--- src/rtl/lfsr_gen.sv ---
// lfsr_gen: Fibonacci LFSR with a warm-up phase, load with zero-seed
// substitution, and a pulse each time the sequence returns to its start value.
module lfsr_gen #(
    parameter int unsigned       WIDTH  = 12,
    parameter logic [WIDTH-1:0]  TAPS   = 12'hE08,
    parameter logic [WIDTH-1:0]  SEED   = {{(WIDTH-1){1'b0}}, 1'b1},
    parameter int unsigned       WARMUP = 16
) (
    input  logic             clk,
    input  logic             rst,
    input  logic             en,
    input  logic             load,
    input  logic [WIDTH-1:0] seed_in,
    output logic [WIDTH-1:0] lfsr_out,
    output logic             ready,
    output logic             wrap,
    output logic             seed_fault
);

    typedef enum logic {WARM = 1'b0, RUN = 1'b1} fsm_t;

    localparam logic [7:0] WARMUP_C = 8'(WARMUP);

    fsm_t             fsm_q, fsm_d;
    logic [WIDTH-1:0] lfsr_q;
    logic [WIDTH-1:0] start_q;
    logic [7:0]       cnt_q;
    logic [7:0]       cnt_inc;
    logic             step;
    logic             fb;
    logic [WIDTH-1:0] shifted;
    logic [WIDTH-1:0] lfsr_nxt;
    logic             seed_zero;
    logic [WIDTH-1:0] load_val;

    // load wins over en; a step only happens without a load
    assign step      = en & ~load;
    assign fb        = ^(lfsr_q & TAPS);
    assign shifted   = {lfsr_q[WIDTH-2:0], fb};
    // a singular TAPS mask could shift into zero; reseed rather than lock up
    assign lfsr_nxt  = (shifted == '0) ? SEED : shifted;
    assign seed_zero = (seed_in == '0);
    assign load_val  = seed_zero ? SEED : seed_in;
    assign cnt_inc   = (cnt_q == 8'hFF) ? cnt_q : cnt_q + 8'd1;

    // FSM state register
    always_ff @(posedge clk or posedge rst) begin
        if (rst) fsm_q <= WARM;
        else     fsm_q <= fsm_d;
    end

    // FSM next state: load restarts warm-up, enough warm steps promote to RUN
    always_comb begin
        fsm_d = fsm_q;
        if (load) begin
            fsm_d = WARM;
        end else if (fsm_q == WARM) begin
            if (WARMUP_C == 8'd0)
                fsm_d = RUN;
            else if (en && cnt_inc == WARMUP_C)
                fsm_d = RUN;
        end
    end

    // FSM outputs: ready decodes the state register only, no path from en
    always_comb begin
        ready = (fsm_q == RUN);
    end

    // warm counter: counts steps while warming, clears on load, saturates
    always_ff @(posedge clk or posedge rst) begin
        if (rst)
            cnt_q <= 8'd0;
        else if (load)
            cnt_q <= 8'd0;
        else if (step && fsm_q == WARM)
            cnt_q <= cnt_inc;
    end

    // shift register and start value capture
    always_ff @(posedge clk or posedge rst) begin
        if (rst) begin
            lfsr_q  <= SEED;
            start_q <= SEED;
        end else if (load) begin
            lfsr_q  <= load_val;
            start_q <= load_val;
        end else if (step) begin
            lfsr_q  <= lfsr_nxt;
        end
    end

    // one-cycle status pulses, cleared by any cycle without a matching event
    always_ff @(posedge clk or posedge rst) begin
        if (rst) begin
            wrap       <= 1'b0;
            seed_fault <= 1'b0;
        end else begin
            wrap       <= step && (lfsr_nxt == start_q);
            seed_fault <= load && seed_zero;
        end
    end

    assign lfsr_out = lfsr_q;

endmodule

--- config.mk ---
export PLATFORM = sky130hd
export DESIGN_NAME = lfsr_gen
export DESIGN_NICKNAME = d
export VERILOG_FILES = /design/src/rtl/lfsr_gen.sv
export SDC_FILE = /design/constraint.sdc
export NUM_CORES = 1
export LEC_CHECK = 0
export ABC_AREA = 1
export BUFFER_PORTS_ARGS = -buffer_cell sky130_fd_sc_hd__buf_2
export CAP_MARGIN = 0
export CORE_UTILIZATION = 50
export CTS_BUF_LIST = sky130_fd_sc_hd__clkbuf_16
export CTS_CLUSTER_SIZE = 10
export DETAILED_ROUTE_END_ITERATION = 10
export PLACE_DENSITY = 0.82
export SLEW_MARGIN = 25
export SYNTH_ARGS = -nofsm -noshare
export SYNTH_HDL_FRONTEND = slang
export SYNTH_SLANG_ARGS = --single-unit
--- constraint.sdc ---
create_clock -name clk -period 3.81 [get_ports clk]
set_input_delay 0.381 -clock clk [delete_from_list [all_inputs] [get_ports clk]]
set_output_delay 0.381 -clock clk [all_outputs]
set_load 0.02 [all_outputs]
# Yosys cells after proc, flatten, opt, wreduce, memory -nomap -nowiden

Index checks and enable logic that the tools add are counted.

Logic and storage cells: 32
Input bits: 16
Register bits after elaboration: 35

Add/subtract/negate cells: 1
Equality and inequality tests: 3
Muxes and demuxes: 10
Reduce and logical (&&, ||, !) cells: 9
Bitwise gates (word level): 3

Operators with widths:

| kind                                           | number |
|---|---|
| two-way mux 12 bit                             | 4 |
| logical NOT 12 bit                             | 2 |
| two-way mux 8 bit                              | 3 |
| == test 12 bit                                 | 1 |
| XOR reduction 12 bit                           | 1 |
| adder 8 x 1 -> 8 bit (second input constant)   | 1 |
| == test 8 x 5 -> 1 bit (second input constant) | 1 |
| == test 8 bit (second input constant)          | 1 |
| logical AND 1 bit                              | 4 |
| nonzero test 2 bit                             | 2 |
| two-way mux 1 bit                              | 3 |
| NOT 1 bit                                      | 2 |
| AND 1 bit                                      | 1 |

# Longest topological paths before layout

Gate-level depths: netlist (run 1).

Word-level depth: 7
Depth in mapped cells: 11
Mapped depth without buffers: 11

# Worst setup path after synthesis (run 1)

No wires, ideal clock.

Path kind: reg-to-reg
Start point: register cnt_q[0]
End point: register fsm_q (netlist: ready)
Cell stages (with the launch flop): 11
Period minus slack after synthesis: 1.390 ns
Arrival: 1.317 ns
Setup slack: 2.420 ns
Setup time: 0.072 ns
Path buffers: 0
Path through: dfrtp_1 ha_1 nand3_1 inv_2 nand2_4 o21ai_0 nor2_1 nand2_1 nor2_1 nor2_1 nor2_1

Word-level cells in the longest chain between the ends: 7
Elaborated cells on any way between the ends: 8
Those cells by class: 1 x add/sub; 2 x eq/ne; 4 x mux; 1 x reduce/logical

RTL lines:

| what                                                  | line | source |
|---|---|---|
| start, declared                                       | 27   | `logic [7:0] cnt_q;` |
| start signal, assigned                                | 77   | `cnt_q <= cnt_inc;` |
| adder 8 x 1 -> 8 bit or == test 8 bit (tied branches) | 44   | `assign cnt_inc = (cnt_q == 8'hFF) ? cnt_q : cnt_q + 8'd1;` |
| two-way mux 8 bit *                                   | 44   |  |
| == test 8 x 5 -> 1 bit *                              | 60   | `else if (en && cnt_inc == WARMUP_C)` |
| logical AND 1 bit *                                   | 60   |  |
| two-way mux 1 bit *                                   | 60   |  |
| two-way mux 1 bit *                                   | 57   | `end else if (fsm_q == WARM) begin` |
| two-way mux 1 bit *                                   | 55   | `if (load) begin` |
| via fsm_d                                             | 24   | `fsm_t fsm_q, fsm_d;` |
| end signal, assigned                                  | 49   | `else fsm_q <= fsm_d;` |
| end, declared                                         | 24   |  |

The timed path passes the listed nets; every way through them passes the cells marked *.
A chain may end at the register's enable or synchronous reset.

# Worst setup path in the final report (run 1)

Ends and elaborated chain as after synthesis.

==> results by stage, run 1 <==
Outcome:
- The flow ran to the end, and the final reports show no timing, DRC or antenna violations.

Floorplan:
- In this run the count of I/O pins placed on the die edge is 31.
- The die covers 0.00394 mm2.
- From left edge to right edge, the die measures 62.8 um.
- The number of rows in the core area is 21.
- The die boundary height is 62.8 um.
- The effective utilization at floorplan is 53.7%.
- The area of the core is 0.00344 mm2.

Setup path:
- The launching element of the worst setup path is cnt_q[0].
- The signal on the critical path passes through ha_1 -> nand3_1 -> inv_2 -> nand2_4 -> o21ai_0 -> nor2_1 -> nand2_1 -> nor2_1 -> nor2_1 -> nor2_1.
- STA classifies the critical path endpoint as a flop.
- In this run the worst path has a maximum fanout of 7.
- The worst setup path is launched from a flop.
- The largest single stage delay on the critical path is 410 ps.
- The worst setup path category is flop to flop.
- The startpoint identified for the worst register-to-register timing path is cnt_q[0].
- The endpoint required time on the critical path is 4010 ps.
- The arrival time of data at the critical path endpoint is 1800 ps.
- The worst register-to-register path has a depth of 10.
- Among all stages on the critical path, the largest delay is contributed by dfrtp_1.
- Among the stages of the critical path, the cell type that occurs most often is nor2_1.
- Setup slack on the worst reg-to-reg path comes out at 2210 ps.
- The capturing element of the worst setup path is ready.
- The worst register-to-register path ends at ready.

Synth:
- The warning count from the yosys run is 0.
- In the synthesized netlist the dominant register cell turns out to be dfrtp_1.
- The post-synthesis share of cell area spent on full adders, half adders and majority gates is 0.677%.
- The synthesized netlist devotes 32.2% of its cell area to simple gates.
- Yosys mapped the design onto 28 distinct sky130hd cell types.
- After synthesis the netlist holds a flip-flop and latch count of 35.
- The mux cell area share after synthesis is 0%.
- The share of flip-flops with an asynchronous set or reset after synthesis is 100%.
- After synthesis, flip-flops and latches occupy 47.5% of the total area.
- The post-synthesis xor/xnor area fraction is 4.74%.
- Summing the areas of all compound-gate instances in the mapped netlist gives 8.40% of the synthesized area.
- The combinational family with the most area after synthesis is simple AND/OR/NAND/NOR gates.
- The cell count after synthesis is 240.
- The mean area per synthesized cell is 7.70 um2.
- The number of nets in the synthesized netlist is 257.
- The combined area of all synthesized cells is 0.00185 mm2.
- The number of enable-type register cells in the synthesized netlist is 0.

Routing:
- Once detail routing completed, the nets flagged for antenna violations numbered 0.
- After detailed routing, the total wire length is 4.38 mm.
- For this run, design rule violations remaining after detail routing come to 0.
- After detailed routing, the average wire length per cell comes to 13.7 um.
- The total iterations of the first detailed-routing run is 4.
- Dividing the detail-routed via count by the number of cells gives 5.46.
- The starting DRC count in detailed routing is 133.
- The vias after detailed routing is 1752.

Final layout:
- The number of antenna diodes in the final layout is 0.
- In the layout the commonest cells are nand2_1 (79), dfrtp_1 (33), buf_2 (30), inv_1 (24), nor2_1 (23).
- The share of cells above drive strength 1 is 17.8%.
- Compared with the post-synthesis result, the final layout area differs by 18.1%.
- The utilization after layout is 63.4%.
- The commonest non-fill, non-tap cell in the layout is nand2_1.
- After routing the design area is 0.00218 mm2.
- The final net count is 291.

Global routing:
- The global-route wire length before repair is 7.52 mm.
- The all-layer global routing usage is 25.1%.
- The number of global-route vias before repair is 1646.
- The number of antenna violations at the first check in global routing is 0.
- Entering global routing, the biggest net connects 36 pins.
- The total global routing overflow is 0.

Min path:
- The min-delay analysis places its worst path in the category primary input to async pin.

Pwr:
- The total power of the final layout is 964 uW.
- The leakage power is 1.13 nW.
- The areal power density over the cells is 441 mW/mm2.
- IR analysis of the VDD net gives a maximum drop of 0.298 mV.

Place:
- Before CTS, the worst setup slack after placement is 2220 ps.
- Buffers placed on the I/O ports in this run total 30.
- At the end of routability-driven placement, the weighted congestion stood at 0.941.
- Summed over all nets, the half-perimeter wirelength after detailed placement is 3.28 mm.
- The area of placed instances is 0.00205 mm2.

Clock tree:
- The count of buffers added by post-CTS timing repair for setup is 0.
- In this run the number of H-tree levels came out at 2.
- Once the clock tree was built, the resizer swapped 0 gates to a different size.
- TritonCTS created 5 clock buffers.
- The clock latency at the later pin of the worst-skew pair is 280 ps.
- The clock sink count is 35.
- The clock-pin slew on the worst setup and hold paths is 50 ps.
- The clock tree root buffer cell is clkbuf_16.
- The maximum root-to-sink buffer count is 2.
- The TritonCTS clock tree is built.
- Buffers inserted to repair hold after CTS numbered 0.

Job:
- The max-capacitance violation count is 0.

STA:
- The smallest setup slack after layout is 2210 ps.
- The aggregate negative setup slack is 0 ps.
- The count of endpoints failing hold in the final timing report is 0.
- The shortest clock period the worst path allows after layout is 1600 ps.
- Dividing the final minimum period by the clock period gives 42.0%.
- For the pin with the worst max-slew slack, the measured transition is 514 ps.
- The clock skew is 6.42 ps.
- Headroom to the max-slew limit came out at 65.7%.
- The max-slew violation count is 0.
- The highest achievable clock rate is 0.625 GHz.
- Setup repair after global routing left no endpoint under its margin.
- Setup violations remaining at the end of the flow were counted as 0.
==> cells by family (layout without fill, tap and decap cells) <==
family                     Yosys count  count (layout)
and+or+nand+nor                    137             137
DFF                                 35              35
buffers and inverters               31              66
AOI/OAI and AO/OA                   26              26
xor gates and xnor gates            10              10
adders and majority gates            1               1
==> worst min path at each step <==
stage                     cells past startpoint  slack [ps]    endpoint  startpoint
after floorplan                               2         460  start_q[3]  start_q[3]
after global placement                        2         480  start_q[4]  start_q[4]
after detailed placement                      2         480  start_q[5]  start_q[5]
after CTS                                     3         210    cnt_q[4]         rst
after global routing                          3         270    cnt_q[4]         rst
final                                         3         190    cnt_q[1]         rst
==> synthesized netlist by cell type (4+ instances only) <==
cell type / number / area (um2)
dfrtp_1: 33 / 826
inv_1: 22 / 82.6
inv_2: 4 / 15.0
nand2_1: 79 / 297
nand3_1: 19 / 95.1
nor2_1: 23 / 86.3
o21ai_0: 10 / 50.1
o21ai_1: 5 / 25.0
xnor2_1: 6 / 52.6
xor2_1: 4 / 35.0
==> area by class of cell <==
cell class | instances | area, um2
fill | 307 | 1260
sequential | 35 | 878
tap | 46 | 57.6
multi-input combinational | 174 | 851
clock buffer | 5 | 125
timing repair buffer | 31 | 158
clock inverter | 3 | 12.5
inverter | 27 | 101
==> metrics by stage <==
stage               instances  hold slack [ps]
finish                    321              190
CTS                       321              208
global route              321              267
detailed placement        313              478
floorplan                 240              459
global placement          313              475
==> power breakdown <==
group | leakage, nW | switching, mW | internal [mW] | total (mW)
clock network | 0.0762 | 0.139 | 0.235 | 0.374
logic | 0.610 | 0.0991 | 0.0562 | 0.155
registers | 0.440 | 0.0318 | 0.402 | 0.434
==> routing by layer <==
| layer | share of wire, % | routed length [um] | up-vias | GRT usage, % |
|---|---|---|---|---|
| met4 | 1.5 | 65 | 0 | 10.2 |
| met2 | 45 | 1990 | 84 | 35.5 |
| met5 | 0 | 0 | - | 0 |
| met1 | 44 | 1920 | 818 | 35.5 |
| met3 | 9.4 | 412 | 7 | 7.85 |
| li1 | - | - | 843 | - |
==> critical path: cells and delay by family, from the launching register on <==
family,cells,cell delay [ps]
compound gates,1,130
flops,1,410
buf+inv,1,70
fa+ha+maj,1,250
simple gates,7,660
==> sequential cells by signal, summed over array words and instances (netlist names) <==
name,flops
seed_fault,1
cnt_q,8
wrap,1
start_q,12
lfsr_out,12
ready,1
No activity file was read; power rests on OpenSTA's default activity.
==> run 2, diff against run 1 <==
--- a/config.mk
+++ b/config.mk
@@ -12,7 +12,7 @@
 export CTS_BUF_LIST = sky130_fd_sc_hd__clkbuf_16
 export CTS_CLUSTER_SIZE = 10
 export DETAILED_ROUTE_END_ITERATION = 10
-export PLACE_DENSITY = 0.82
+export PLACE_DENSITY = 0.85
 export SLEW_MARGIN = 25
 export SYNTH_ARGS = -nofsm -noshare
 export SYNTH_HDL_FRONTEND = slang
==> constraint.sdc (replaced) <==
create_clock -name clk -period 1.4 [get_ports clk]
set_input_delay 0.14 -clock clk [delete_from_list [all_inputs] [get_ports clk]]
set_output_delay 0.14 -clock clk [all_outputs]
set_load 0.02 [all_outputs]
==> results by stage, run 2 (same netlist as run 1, synthesis figures left out) <==
STA:
- Headroom to the max-slew limit came out at 70.9%.
- The post-route clock period utilization is 111%.
- The max-slew violation count is 0.
- The routed design could run at a clock period as short as 1550 ps.
- The smallest setup slack after layout is -147 ps.
- Final hold analysis gives a worst-case slack of 103 ps.
- Setup repair after global routing could not meet its margin everywhere.
- Based on the critical path, the design can be clocked at up to 0.646 GHz.
- For the pin with the worst max-slew slack, the measured transition is 437 ps.
- The clock arrives with 6.45 ps of skew.
- The number of setup violations in the final report is 1.
- The count of endpoints failing hold in the final timing report is 0.

Clock tree:
- The number of clock buffers inserted by TritonCTS is 5.
- The H-tree was split into 2 levels.
- The clock sink count is 35.
- The TritonCTS clock tree is built.
- Clock-pin slew was measured on the worst setup and hold paths at 50 ps.
- The tree is rooted in a clkbuf_16.
- At the later pin of the worst-skew pair, clock insertion delay measures 280 ps.
- Counting along the longest clock path gives a buffer depth of 2.

Setup path:
- Traced cell by cell, the critical path runs through ha_4 -> nand3_4 -> inv_4 -> nand2_8 -> nand2_2 -> nand2_2 -> nor2_1 -> nand2_1 -> nor2_1 -> nor2_1 -> nor2_1.
- Data arrives at the worst endpoint at 1760 ps.
- The endpoint required time on the critical path is 1610 ps.
- Counting cells, the worst reg-to-reg path comes to 11.
- The critical register-to-register path startpoint is cnt_q[0].
- The cell with the biggest individual delay on the critical path is dfrtp_1.
- The worst setup path category is flop to flop.
- The cell that appears most often on the critical path is nor2_1.
- The worst setup path is launched from a flop.
- The maximum fanout along the worst path is 7.
- The critical path endpoint category is a flop.
- The endpoint identified for the worst register-to-register timing path is ready.
- On the worst path, the slowest cell contributes a delay of 410 ps.
- In this run the register-to-register setup slack is -150 ps.

Global routing:
- The number of antenna violations at the first check in global routing came to 0.
- The all-layer global routing usage is 26.4%.
- The first global-routing pass estimated 7.85 mm of wire.
- The number of global-route vias before repair is 1731.
- The total global routing overflow is 0.
- The maximum number of pins on one net before global-route repair is 36.

Pwr:
- In this run, flip-flops and latches consume 43.3% of the power.
- The clock network is responsible for 37.8% of the overall power.
- The net switching power figure is 788 uW.
- The internal power of the cells totals 1.95 mW.
- In this run switching power makes up 28.8% of total power.
- The total power of the final layout is 2.74 mW.
- Summed over all cells, the static leakage comes to 1.20 nW.
- The part of the power in combinational logic is 19.0%.
- The areal power density over the cells is 1140 mW/mm2.
- IR analysis of the VDD net gives a maximum drop of 0.879 mV.

Floorplan:
- The die footprint is 0.00394 mm2.
- The floorplan step set the die width to 62.8 um.
- The top-level port count is 31.
- The area of the core is 0.00344 mm2.
- The die is 62.8 um tall.
- The floorplan has 21 rows.
- The effective utilization at floorplan is 53.7%.

Routing:
- The routed wire length is 4.92 mm.
- Detailed routing inserted a total of 1829 vias.
- The total iterations of the first detailed-routing run is 6.
- The DRC violation count after routing is 0.
- The average wire length per cell after detail routing is 14.7 um.
- The starting DRC count in detailed routing is 140.
- The post-route antenna net violation count is 0.
- In the routed layout, each cell is associated on average with a via count of 5.48.

Place:
- Once detailed placement completed, the half-perimeter wirelength came to 3.23 mm.
- Routability-driven placement finished with a final weighted congestion of 0.934.
- Buffers placed on the I/O ports in this run total 30.
- The setup slack after placement is -69.5 ps.

Final layout:
- The filler cells instantiated in the layout total 258.
- The top cell types in the final layout, fill and taps aside, are nand2_1 (71), dfrtp_1 (30), buf_2 (30), inv_1 (23), nor2_1 (23).
- From synthesis to final layout, the design area changed by 29.6%.
- Of the cells placed in the final design, the portion with a size suffix greater than 1 is 27.8%.
- 0 antenna diodes ended up in the layout.
- Measured on the finished design, the core utilization comes to 69.6%.
- The final net count is 304.
- Leaving out fill and tap cells, the most frequent cell in the layout is nand2_1.

Min path:
- The source of the worst hold timing path is seed_in[5].
- Along the worst hold path, the cell count comes to 3.
- The tightest min-delay check is of the primary input to flop type.
- The terminating pin of the worst hold path is start_q[5].

Job:
- The tool flagged a number of max-cap violations equal to 0.

Outcome:
- The flow ran to the end, but the final reports show violations.
- The final reports fail on negative setup slack.
run 2: how the worst max path moves through the flow:
stage	start	endpoint	slack, ps
after floorplan	cnt_q[0]	ready	10
after global placement	cnt_q[0]	ready	-20
after detailed placement	cnt_q[0]	ready	-70
after CTS	cnt_q[1]	ready	-50
after global routing	cnt_q[1]	ready	-230
final	cnt_q[0]	ready	-150
run 2: repair_timing:
action                                 4_1_cts  5_1_grt
endpoints found under the hold margin       33        0
pin swaps                                    2        7
hold buffers                                 1        0
buffers inserted                             0        3
setup endpoints to repair                    1        4
gates resized for setup                      5       22
run 2: layout make-up:
type | count | area (um2) | area share [%]
multi-input cells | 174 | 936 | 39.1
inverters | 27 | 104 | 4.34
clock buffers | 5 | 125 | 5.22
well taps | 46 | 57.6 | 2.40
clock inverters | 3 | 12.5 | 0.522
flip-flops and latches | 35 | 882 | 36.8
repair buffers | 44 | 278 | 11.6
run 2: critical path, delay by kind of cell (launching register included):
family                   cells  cell delay (ps)
buffers and inverters        1              100
AND/OR/NAND/NOR              9              770
adder cells (fa/ha/maj)      1              190
flip-flops                   1              410
run 2: power by group through the flow:
stage / clock, mW / combinational (mW) / sequential (mW)
2_1_floorplan: 0 / 0.253 / 1.22
4_1_cts: 1.04 / 0.477 / 1.18
5_1_grt: 1.10 / 0.573 / 1.19
3_3_place_gp: 0 / 0.449 / 1.19
3_5_place_dp: 0 / 0.461 / 1.19
6_report: 1.03 / 0.519 / 1.18
run 2: metrics by stage:
stage / instances / setup TNS (ps) / cell area, um2
final: 334 / -147 / 2390
after global routing: 334 / -229 / 2390
after CTS: 331 / -51.3 / 2300
after detailed placement: 322 / -69.5 / 2130
after global placement: 322 / -17.0 / 2130
after floorplan: 240 / 0 / 1850
run 2: routing by layer:
metal | wire length, um | up-vias | part of all wire (%) | global-route usage, %
li1 | - | 866 | - | -
met1 | 2060 | 833 | 42 | 35.5
met2 | 2290 | 108 | 47 | 39.9
met3 | 395 | 22 | 8.0 | 6.75
met4 | 170 | 0 | 3.5 | 11.9
met5 | 0 | - | 0 | 0
==> run 3, diff against run 2 <==
--- a/config.mk
+++ b/config.mk
@@ -6,7 +6,7 @@
 export NUM_CORES = 1
 export LEC_CHECK = 0
 export ABC_AREA = 1
-export BUFFER_PORTS_ARGS = -buffer_cell sky130_fd_sc_hd__buf_2
+export BUFFER_PORTS_ARGS = -buffer_cell sky130_fd_sc_hd__clkbuf_2
 export CAP_MARGIN = 0
 export CORE_UTILIZATION = 50
 export CTS_BUF_LIST = sky130_fd_sc_hd__clkbuf_16
==> results by stage, run 3 (same netlist as run 1, synthesis figures left out) <==
Global routing:
- The maximum number of pins on one net before global-route repair is 36.
- The all-layer global routing usage is 26.4%.
- The total global routing overflow is 0.
- The number of global-route vias before repair is 1695.
- The number of antenna violations at the first check in global routing was 0.
- The first global-routing pass estimated 7.85 mm of wire.

STA:
- The max-slew violation count came to 0.
- Headroom to the max-slew limit came out at 70.9%.
- Hold is met by 101 ps.
- Static timing analysis puts the maximum clock frequency at 0.691 GHz.
- The clock skew is 8.54 ps.
- The shortest clock period the worst path allows after layout is 1450 ps.
- Setup repair after global routing could not meet its margin everywhere.
- The count of endpoints failing hold in the final timing report is 0.
- Across all setup checks in the final design, the least slack found is -47.4 ps.
- For the pin with the worst max-slew slack, the measured transition is 436 ps.
- Setup violations remaining at the end of the flow were counted as 1.
- In the finished design, the share of the clock period the worst path needs comes to 103%.

Min path:
- The tightest min-delay check is of the primary input to flop type.

Floorplan:
- For this configuration, the core starts out at a cell density of 53.7%.
- The top-level port count is 31.
- The number of rows in the core area is 21.
- The die covers 0.00394 mm2.
- The area of the core is 0.00344 mm2.
- The die boundary height is 62.8 um.
- The horizontal die dimension is 62.8 um.

Pwr:
- Summed over all cells, the static leakage comes to 1.22 nW.
- The maximum resistive drop on vdd is 0.992 mV.
- The areal power density over the cells is 1230 mW/mm2.

Clock tree:
- The clock sink count is 35.
- The number of clock buffers inserted by TritonCTS is 5.
- The clock tree root buffer cell is clkbuf_16.
- The TritonCTS clock tree is built.
- Clock-pin slew was measured on the worst setup and hold paths at 60 ps.
- Counting along the longest clock path gives a buffer depth of 2.
- The count of H-tree levels built during CTS is 2.
- Clock latency on the worst-skew pair, taken at its later pin, is 290 ps.

Setup path:
- Data on the critical path is required at its endpoint by 1620 ps.
- For the worst setup path, the data arrival time is 1660 ps.
- The worst setup path is launched from a flop.
- The worst setup path category is flop to flop.
- The maximum fanout along the worst path is 7.
- STA classifies the critical path endpoint as a flop.

Place:
- The congestion estimate from routability-driven global placement came to 0.987.
- Detailed placement finished with a half-perimeter wire length of 3.25 mm.
- Input and output buffers added on the ports amount to 30.
- The area of placed instances is 0.00211 mm2.

Routing:
- Dividing the detail-routed wire length by the instance count gives 13.7 um.
- The DRC violation count after routing is 0.
- The post-route antenna net violation count is 0.
- After the first detailed-routing iteration, the DRC count stood at 136.
- The routed wire length is 4.57 mm.
- For this run, the detailed router's first-pass iteration total came to 4.
- The detailed router placed 1810 vias in this run.
- After detailed routing, the number of vias per cell comes to 5.42.

Final layout:
- The net count of the finished layout is 304.
- Leaving out fill and tap cells, the most frequent cell in the layout is nand2_1.
- The area growth from synthesis to layout is 28.2%.
- The number of antenna diodes is 0.
- In the final layout, the share of cells above drive strength 1 is 25.7%.
- The layout has 262 filler cells.
- The summed area of non-filler cells in the final layout is 0.00237 mm2.
- In the layout the commonest cells are nand2_1 (76), dfrtp_1 (30), clkbuf_2 (30), nor2_1 (23), inv_1 (20).

Outcome:
- The flow ran to the end, but the final reports show violations.
- The checks that failed: negative setup slack.

Job:
- The tool flagged a number of max-cap violations equal to 0.
run 3: metrics by stage:
stage	utilization [%]	cells	power, mW	TNS, ps	setup slack [ps]
floorplan	-	240	1.47	0	10.4
global placement	61.4	322	1.63	-13.0	-13.0
detailed placement	61.4	322	1.64	-63.8	-63.8
CTS	68.2	333	2.91	-9.00	-9.00
global route	68.8	334	3.04	-148	-148
finish	68.8	334	2.91	-47.4	-47.4
run 3: worst paths after layout:
path                            startpoint            to  slack [ps]  cells past startpoint
worst max-delay path              cnt_q[0]         ready         -50                     11
min in group asynchronous              rst         ready         480                      4
max in group asynchronous              rst  lfsr_out[10]         590                      4
worst min register to register  start_q[2]    start_q[2]         490                      2
worst max register to register    cnt_q[0]         ready         -50                     11
worst min-delay path            seed_in[5]    start_q[5]         100                      3
run 3: layout make-up:
type                       count  area, um2  area share (%)
timing repair buffer          44        265            11.2
sequential                    35        882            37.2
tap                           46       57.6            2.43
clock buffer                   5        125            5.28
multi-input combinational    174        898            37.9
inverter                      27        101            4.28
clock inverter                 3       38.8            1.64
run 3: critical path, cell delays in order (launching register included):
cell,delay (ps)
dfrtp_1,400
ha_4,180
nand3_2,90
inv_2,100
nand2_4,80
nand2_1,80
nand2_2,60
nor2_1,90
nand2_1,60
nor2_1,90
nor2_1,50
nor2_1,110
run 3: power by group:
part	internal (mW)	leakage, nW	total [mW]	switching, mW
Combinational	0.201	0.705	0.497	0.296
Sequential	1.10	0.436	1.18	0.0860
Clock	0.829	0.0812	1.23	0.405
Total	2.13	1.22	2.91	0.786
run 3: what timing repair did:
action | in CTS | in global routing
pin swaps | 4 | 3
setup endpoints to repair | 1 | 3
gates resized for setup | 12 | 7
buffers inserted | 2 | 1
hold buffers | 1 | 0
endpoints found under the hold margin | 33 | 0
run 3: metal layers:
| metal | vias up | global-route usage [%] | wire [um] |
|---|---|---|---|
| li1 | 872 | - | - |
| met1 | 841 | 34.0 | 1970 |
| met2 | 87 | 42.3 | 2090 |
| met3 | 10 | 6.39 | 404 |
| met4 | 0 | 11.6 | 109 |
| met5 | - | 0 | 0 |
